==> src/rtl/term_pkg.sv <==
// Shared constants, control codes and enums for the terminal writer.
package term_pkg;

  // Visible grid; the VRAM address stride is 64 columns by 32 rows.
  localparam int COLS = 60;
  localparam int ROWS = 17;
  localparam logic [7:0] BLANK = 8'h20;

  localparam logic [5:0]  LAST_COL  = 6'(COLS - 1);
  localparam logic [4:0]  LAST_ROW  = 5'(ROWS - 1);
  localparam logic [10:0] LAST_CELL = 11'h7FF;

  // Control codes interpreted by the writer.
  localparam logic [7:0] CR  = 8'h0D;
  localparam logic [7:0] LF  = 8'h0A;
  localparam logic [7:0] BS  = 8'h08;
  localparam logic [7:0] FF  = 8'h0C;
  localparam logic [7:0] DEL = 8'h7F;

  typedef enum logic [2:0] {
    IDLE,
    PUT,
    BKSP,
    NEWLINE,
    CLR_LINE,
    CLR_ALL
  } state_t;

  // Operations the cursor register block can perform in one cycle.
  typedef enum logic [2:0] {
    CUR_HOLD,
    CUR_ADVANCE,
    CUR_BACK,
    CUR_CR,
    CUR_NEWLINE,
    CUR_HOME
  } cur_op_t;

  typedef enum logic [2:0] {
    BYTE_PRINT,
    BYTE_CR,
    BYTE_LF,
    BYTE_BS,
    BYTE_FF,
    BYTE_IGNORE
  } byte_kind_t;

  // Sort an incoming byte into the action it triggers.
  function automatic byte_kind_t classify(input logic [7:0] b);
    byte_kind_t kind;
    if (b == CR)                    kind = BYTE_CR;
    else if (b == LF)               kind = BYTE_LF;
    else if (b == BS)               kind = BYTE_BS;
    else if (b == FF)               kind = BYTE_FF;
    else if (b < 8'h20 || b == DEL) kind = BYTE_IGNORE;
    else                            kind = BYTE_PRINT;
    return kind;
  endfunction

endpackage

==> src/rtl/term_cursor.sv <==
// Cursor position registers. The next position is exposed combinationally
// so the writer can point the VRAM address at the cell the cursor lands on.
module term_cursor
  import term_pkg::*;
(
  input  logic    clk,
  input  logic    rst_n,
  input  cur_op_t op,
  output logic [5:0] x,
  output logic [4:0] y,
  output logic [5:0] next_x,
  output logic [4:0] next_y
);

  // Apply the requested operation to the current position.
  always_comb begin
    // NOTE: default every output first so no path leaves a value unassigned and infers a latch.
    next_x = x;
    next_y = y;
    case (op)
      CUR_ADVANCE: next_x = x + 6'd1;
      CUR_BACK:    next_x = x - 6'd1;
      CUR_CR:      next_x = 6'd0;
      CUR_NEWLINE: next_y = (y == LAST_ROW) ? 5'd0 : y + 5'd1;
      CUR_HOME: begin
        next_x = 6'd0;
        next_y = 5'd0;
      end
      default: ;
    endcase
  end

  // Position registers; reset homes the cursor.
  always_ff @(posedge clk) begin
    // NOTE: state registers use non-blocking assignments so every flop samples pre-edge values.
    if (!rst_n) begin
      x <= 6'd0;
      y <= 5'd0;
    end else begin
      x <= next_x;
      y <= next_y;
    end
  end

endmodule

==> src/rtl/term_writer.sv <==
// Terminal writer: turns a byte stream into VRAM glyph writes, handling
// CR, LF, BS and FF. All VRAM outputs are registered; when idle the address
// holds the cursor cell so the text engine can overlay the cursor.
module term_writer
  import term_pkg::*;
#(
  parameter bit CLEAR_ON_RESET = 1'b1
) (
  input  logic        i_clk,
  input  logic        i_rst_n,
  input  logic [7:0]  i_data,
  input  logic        i_valid,
  output logic        o_ready,
  output logic [10:0] o_vram_addr,
  output logic [7:0]  o_vram_din,
  output logic        o_vram_ce,
  output logic        o_vram_wre,
  output logic        o_vram_clk
);

  state_t     state;
  logic [10:0] k;
  logic       accept;
  byte_kind_t kind;
  cur_op_t    cur_op;
  logic [5:0] cx, next_cx;
  logic [4:0] cy, next_cy;

  assign accept     = i_valid & o_ready;
  assign kind       = classify(i_data);
  assign o_vram_wre = o_vram_ce;
  assign o_vram_clk = i_clk;

  term_cursor u_cursor (
    .clk    (i_clk),
    .rst_n  (i_rst_n),
    .op     (cur_op),
    .x      (cx),
    .y      (cy),
    .next_x (next_cx),
    .next_y (next_cy)
  );

  // Choose the cursor operation for the current state and input.
  always_comb begin
    cur_op = CUR_HOLD;
    case (state)
      IDLE:    if (accept && kind == BYTE_CR) cur_op = CUR_CR;
      PUT:     cur_op = (cx == LAST_COL) ? CUR_CR : CUR_ADVANCE;
      BKSP:    cur_op = CUR_BACK;
      NEWLINE: cur_op = CUR_NEWLINE;
      CLR_ALL: if (o_vram_ce && k == LAST_CELL) cur_op = CUR_HOME;
      default: cur_op = CUR_HOLD;
    endcase
  end

  // Control FSM with the clear counter and registered VRAM drive. Outputs are
  // loaded on the edge that enters a state, so they describe that state.
  always_ff @(posedge i_clk) begin
    if (!i_rst_n) begin
      state       <= CLEAR_ON_RESET ? CLR_ALL : IDLE;
      k           <= 11'd0;
      o_ready     <= 1'b0;
      o_vram_ce   <= 1'b0;
      o_vram_addr <= 11'd0;
      o_vram_din  <= 8'd0;
    end else begin
      case (state)
        IDLE: begin
          o_ready     <= 1'b1;
          o_vram_ce   <= 1'b0;
          o_vram_addr <= {next_cy, next_cx};
          if (accept) begin
            case (kind)
              BYTE_PRINT: begin
                state       <= PUT;
                o_ready     <= 1'b0;
                o_vram_ce   <= 1'b1;
                o_vram_addr <= {cy, cx};
                o_vram_din  <= i_data;
              end
              BYTE_LF: begin
                state   <= NEWLINE;
                o_ready <= 1'b0;
              end
              BYTE_BS: begin
                if (cx != 6'd0) begin
                  state       <= BKSP;
                  o_ready     <= 1'b0;
                  o_vram_ce   <= 1'b1;
                  o_vram_addr <= {cy, cx - 6'd1};
                  o_vram_din  <= BLANK;
                end
              end
              BYTE_FF: begin
                state       <= CLR_ALL;
                o_ready     <= 1'b0;
                o_vram_ce   <= 1'b1;
                o_vram_addr <= 11'd0;
                o_vram_din  <= BLANK;
                k           <= 11'd0;
              end
              default: ;
            endcase
          end
        end

        PUT: begin
          o_vram_ce <= 1'b0;
          if (cx == LAST_COL) begin
            state <= NEWLINE;
          end else begin
            state       <= IDLE;
            o_ready     <= 1'b1;
            o_vram_addr <= {next_cy, next_cx};
          end
        end

        BKSP: begin
          state       <= IDLE;
          o_ready     <= 1'b1;
          o_vram_ce   <= 1'b0;
          o_vram_addr <= {next_cy, next_cx};
        end

        NEWLINE: begin
          state       <= CLR_LINE;
          k           <= 11'd0;
          o_vram_ce   <= 1'b1;
          o_vram_addr <= {next_cy, 6'd0};
          o_vram_din  <= BLANK;
        end

        CLR_LINE: begin
          if (k[5:0] == LAST_COL) begin
            state       <= IDLE;
            o_ready     <= 1'b1;
            o_vram_ce   <= 1'b0;
            o_vram_addr <= {cy, cx};
          end else begin
            k           <= k + 11'd1;
            o_vram_addr <= {cy, k[5:0] + 6'd1};
          end
        end

        CLR_ALL: begin
          if (!o_vram_ce) begin
            // First cycle after reset: start the sweep at cell 0.
            o_vram_ce   <= 1'b1;
            o_vram_addr <= 11'd0;
            o_vram_din  <= BLANK;
            k           <= 11'd0;
          end else if (k == LAST_CELL) begin
            state       <= IDLE;
            o_ready     <= 1'b1;
            o_vram_ce   <= 1'b0;
            o_vram_addr <= 11'd0;
          end else begin
            k           <= k + 11'd1;
            o_vram_addr <= k + 11'd1;
          end
        end

        default: begin
          state     <= IDLE;
          o_vram_ce <= 1'b0;
        end
      endcase
    end
  end

endmodule

==> config.mk <==
export PLATFORM = sky130hd
export DESIGN_NAME = term_writer
export DESIGN_NICKNAME = d
export VERILOG_FILES = /design/src/rtl/term_pkg.sv /design/src/rtl/term_cursor.sv /design/src/rtl/term_writer.sv
export SDC_FILE = /design/constraint.sdc
export NUM_CORES = 1
export LEC_CHECK = 0
export ABC_AREA = 1
export ABC_CLOCK_PERIOD_IN_PS = 3800
export CORE_ASPECT_RATIO = 0.9
export CORE_MARGIN = 2
export CORE_UTILIZATION = 55
export CTS_CLUSTER_DIAMETER = 30
export CTS_CLUSTER_SIZE = 12
export DETAILED_ROUTE_END_ITERATION = 8
export HOLD_SLACK_MARGIN = 0.08
export MAX_ROUTING_LAYER = met4
export PLACE_DENSITY_LB_ADDON = 0.3
export SLEW_MARGIN = 20
export SYNTH_ARGS = -nofsm -noshare
export SYNTH_HDL_FRONTEND = slang
export SYNTH_HIERARCHICAL = 1
export SYNTH_SLANG_ARGS = --single-unit
==> constraint.sdc <==
create_clock -name i_clk -period 3.8 [get_ports i_clk]
set_input_delay 0.76 -clock i_clk [delete_from_list [all_inputs] [get_ports i_clk]]
set_output_delay 0.76 -clock i_clk [all_outputs]
set_load 0.005 [all_outputs]
== After elaboration in Yosys (flattened, before gate mapping) ==
Cells that the tools add are included.

* Bits of input ports: 11
* Output and inout port bits: 23
* Flip-flop bits (word level): 46

* Mux-type cells: 54
* Bitwise operators: 1
* Magnitude comparators: 1
* $add $sub $neg: 5
* Reductions and logical operators: 18
* Equal/unequal tests: 35

{| class="wikitable"
|+ Operators with widths
! cell !! count
|-
| $mux 11 || 10
|-
| $pmux 11 s6 || 1
|-
| $pmux 8 s3 || 2
|-
| $pmux 11 s4 || 1
|-
| $mux 3 || 11
|-
| $pmux 11 s3 || 1
|-
| $eq 8x4->1 const B || 4
|-
| $pmux 3 s5 || 2
|-
| $mux 8 || 3
|-
| $eq 3x2->1 const B || 6
|-
| $pmux 6 s3 || 1
|-
| $eq 3x3->1 const B || 5
|-
| $reduce_and 5->1 || 3
|-
| $ne 2x2->1 const B || 7
|-
| $add 6x1->6 const B || 2
|-
| $eq 6x6->1 const B || 2
|-
| $pmux 3 s4 || 1
|-
| $reduce_bool 6->1 || 2
|-
| $add 11x1->11 const B || 1
|-
| $eq 11x11->1 const B || 1
|-
| $mux 1 || 11
|-
| $pmux 5 s2 || 1
|-
| $eq 3x1->1 const B || 3
|-
| $eq 8x7->1 const B || 1
|-
| 25 further kinds || 32
|}

== Longest topological paths before layout ==
* Depth in word-level cells: 18
* Depth in mapped cells: 23

== Modules after synthesis ==
The synthesis kept the hierarchy.

{| class="wikitable"
|+ Modules (own cells, without submodules)
! module !! cells each !! area an instance (um^2) !! sequential area each (um^2) !! times used
|-
| term_writer || 448 || 2752.6 || 700.7 || 1
|-
| term_cursor || 127 || 807.0 || 220.2 || 1
|}

==> summary.md <==
| Metric | Value |
|---|---|
| Min Tclk post-route | 3.52 ns |
| GP Congestion | 1.01 |
| Relative slew slack | 0.604 |
| Post-synth cell types | 41 |
| Tightest Hold Check Type | register to register |
| Top delay family on crit path | simple AND/OR/NAND/NOR gates |
| Layout cell share with drive strength beyond 1 | 0.109 |
| Routed Antenna Nets | 0 |
| Syn nets | 596 |
| Nets | 636 |
| Sequential-to-total area share from yosys stat | 0.259 |
| Most used DFF post-synth | dfxtp_1 |
| Mean post-synth cell area | 6.19 sq um |
| Critical path, cell by cell | ha_1 -> nand2_1 -> nor2_4 -> nand3_4 -> o31ai_1 -> buf_4 -> inv_2 -> nand3_2 -> inv_1 -> fa_1 -> nand3_1 -> nand2_1 -> or2_2 -> nand3_1 -> nand2_1 -> o21ai_0 -> nand2_1 -> nand2_1 -> o21ai_0 -> o21ai_0 -> a21oi_1 |
| Clk slew on worst S/H paths | 0.10 ns |
| Gr usage total | 0.297 |
| Synth top area share | 0.259 |
| FF+latch count, synth | 46 |
| Initial antenna violation count | 0 |
| Critical Path Max Stage Delay | 0.42 ns |
| Master of the slowest instance on the critical path | fa_1 |
| Setup crit start kind | register |
| Final Power | 1.04 mW |
| Worst EP required | 4.10 ns |
| CTS tree | yes |
| Synth warn | 6 |
| DRC viols | 0 |
| FMAX | 284 MHz |
| Row Count | 27 |
| Cell Area, Synth | 0.00356 sq mm |
| Crit path arrival time | 3.82 ns |
| Initial drt markers | 257 |
| Global-route wire length before repair | 16.1 mm |
| GRT Residual Overflow | 0 |
| Final Cycle Share | 0.926 |
| Vias | 3899 |
| Vias in the first global route | 3541 |
| Post-Route WL | 9.87 mm |
| Die ar. | 0.00713 sq mm |
| Non-filler cells, final | 703 |
| Grt met2 use | 0.472 |
| Synth-to-layout area growth | 16.5% |
| Largest net degree at the start of global routing | 29 |
| Maximum vdd drop | 0.251 mV |
| Die Ht | 80.3 um |
| Synthesized instance count | 575 |
| Crit path max fanout | 6 |
| # IOs | 34 |
| Worst r2r src | k[1] |
| Setup TNS | 0 ns |
| Gr busiest metal | met2 |
| Count of input and output buffers | 33 |
| Setup-failing EPs final | 0 |
| Final Hold Fails | 0 |
| Hold-fix buffers at CTS | 0 |
| 1st-pass router iterations | 6 |
| Starting Density | 0.576 |
| Max_cap viols | 0 |
| Most frequent cells after synthesis | nand2_1 (181), inv_1 (61), nor2_1 (57) |
| Setup Skew | 0.0133 ns |
| Crit path capture type | register |
| DR WL/cell | 14.0 um |
| Later-pin clock latency in the skew report | 0.42 ns |
| Hpwl dp | 7.41 mm |
| Met3 usage | 0.0493 |
| Buffer and inverter count on the worst path | 3 |
| Crit-path most repeated cell | nand2_1 |
| Pwr dens | 252 mW/mm^2 |
| # diodes | 0 |
| Die W | 88.8 um |
| Count leader, synth | nand2_1 |
| Core area | 0.00618 sq mm |
| Status | complete, no violations |
| Max-slew violations | 0 |
| Cell taking the most area after synthesis | dfxtp_1 |
| Worst setup path class | register to register |
| Worst-Margin Slew | 0.593 ns |
| Top cells by area, synth | dfxtp_1 (26%), nand2_1 (19%), a21oi_1 (6.9%), inv_1 (6.4%), nand3_1 (6.3%) |
| Ys async rst share | 0 |
| Routing usage on met1 | 0.375 |
| Min-delay src | o_vram_addr[9] |
| Crit. Startpoint | k[1] |
| Leakage | 1.72 nW |
| DR vias/cell | 5.55 |
| Inst Count DP | 692 |
| Post-synth EDFFs | 0 |
==> sequential cells by signal (all words and copies together), names as in the netlist <==
name         flops
k               11
o_vram_addr     11
o_vram_din       8
u_cursor/x       6
u_cursor/y       5
state            3
o_ready          1
o_vram_ce        1
==> layer usage <==
metal | vias up | part of all wire
li1 | 1956 | -
met1 | 1773 | 0.44
met2 | 141 | 0.47
met3 | 29 | 0.067
met4 | 0 | 0.023
met5 | - | 0
==> what timing repair did <==
item / CTS / global route
hold endpoints to repair: 0 / 0
endpoints found under the setup margin: 0 / 1
buffers inserted: 0 / 0
resized for setup: 0 / 1
==> cell usage in the layout, fill, tap and decap left out, drive strengths merged, types with 3 or more instances in the layout <==
cell | Yosys | layout
o211ai | 5 | 5
nand3 | 50 | 50
clkdlybuf4s50 | 0 | 33
nand4 | 19 | 19
nand3b | 3 | 3
inv | 69 | 69
nor3 | 5 | 5
xor2 | 4 | 4
buf | 5 | 7
a21oi | 53 | 53
ha | 9 | 9
clkbuf | 5 | 9
o21ai | 23 | 23
dfxtp | 46 | 46
nand2 | 195 | 195
nor2 | 68 | 68
or2 | 4 | 4
==> stage by stage <==
step                       util  cell area, sq um  worst slack (ns)  hold WS (ns)
after floorplan               -              3560             0.348         0.460
after CTS                 0.670              4140             0.343         0.469
after global placement    0.645              3990            0.0948         0.453
final                     0.671              4150             0.279         0.467
after global routing      0.671              4150          -0.00693         0.483
after detailed placement  0.645              3990            0.0197         0.454
==> worst paths after layout <==
path | end | slack, ns | cells past startpoint
setup / recovery | o_vram_addr[4] | 0.28 | 21
hold / removal | o_vram_addr[9] | 0.47 | 2
setup reg to reg | o_vram_addr[4] | 0.28 | 21
hold reg to reg | o_vram_addr[9] | 0.47 | 2
==> power by group <==
group	switching, mW	leakage, nW	total (mW)	internal, mW
Clock	0.209	0.0769	0.491	0.282
Sequential	0.00191	0.372	0.487	0.485
Combinational	0.0409	1.27	0.0665	0.0257
Total	0.252	1.72	1.04	0.792
==> cell type report <==
type                            count  area, sq um
Clock inverter                      2         37.5
Clock buffer                       10          124
Fill cell                         590         2030
Sequential cell                    46          921
Tap cell                           87          109
Inverter                           70          263
Multi-Input combinational cell    449         2320
Timing Repair Buffer               39          373
==> kinds of logic (layout without fill, tap and decap cells) <==
| kind of cell | count (synthesis) | in the layout | synth area share |
|---|---|---|---|
| xor gates and xnor gates | 5 | 5 | 0.0123 |
| DFF | 46 | 46 | 0.259 |
| AOI/OAI and AO/OA | 87 | 87 | 0.143 |
| and+or+nand+nor | 347 | 347 | 0.458 |
| adders and majority gates | 10 | 10 | 0.0373 |
| buffers and inverters | 80 | 121 | 0.0910 |
==> tightest hold or removal path: stages, from the launching register on <==
cell,delay [ns]
dfxtp_1,0.32
nand2_1,0.06
a21oi_1,0.05
(Power assumes the default switching activity.)
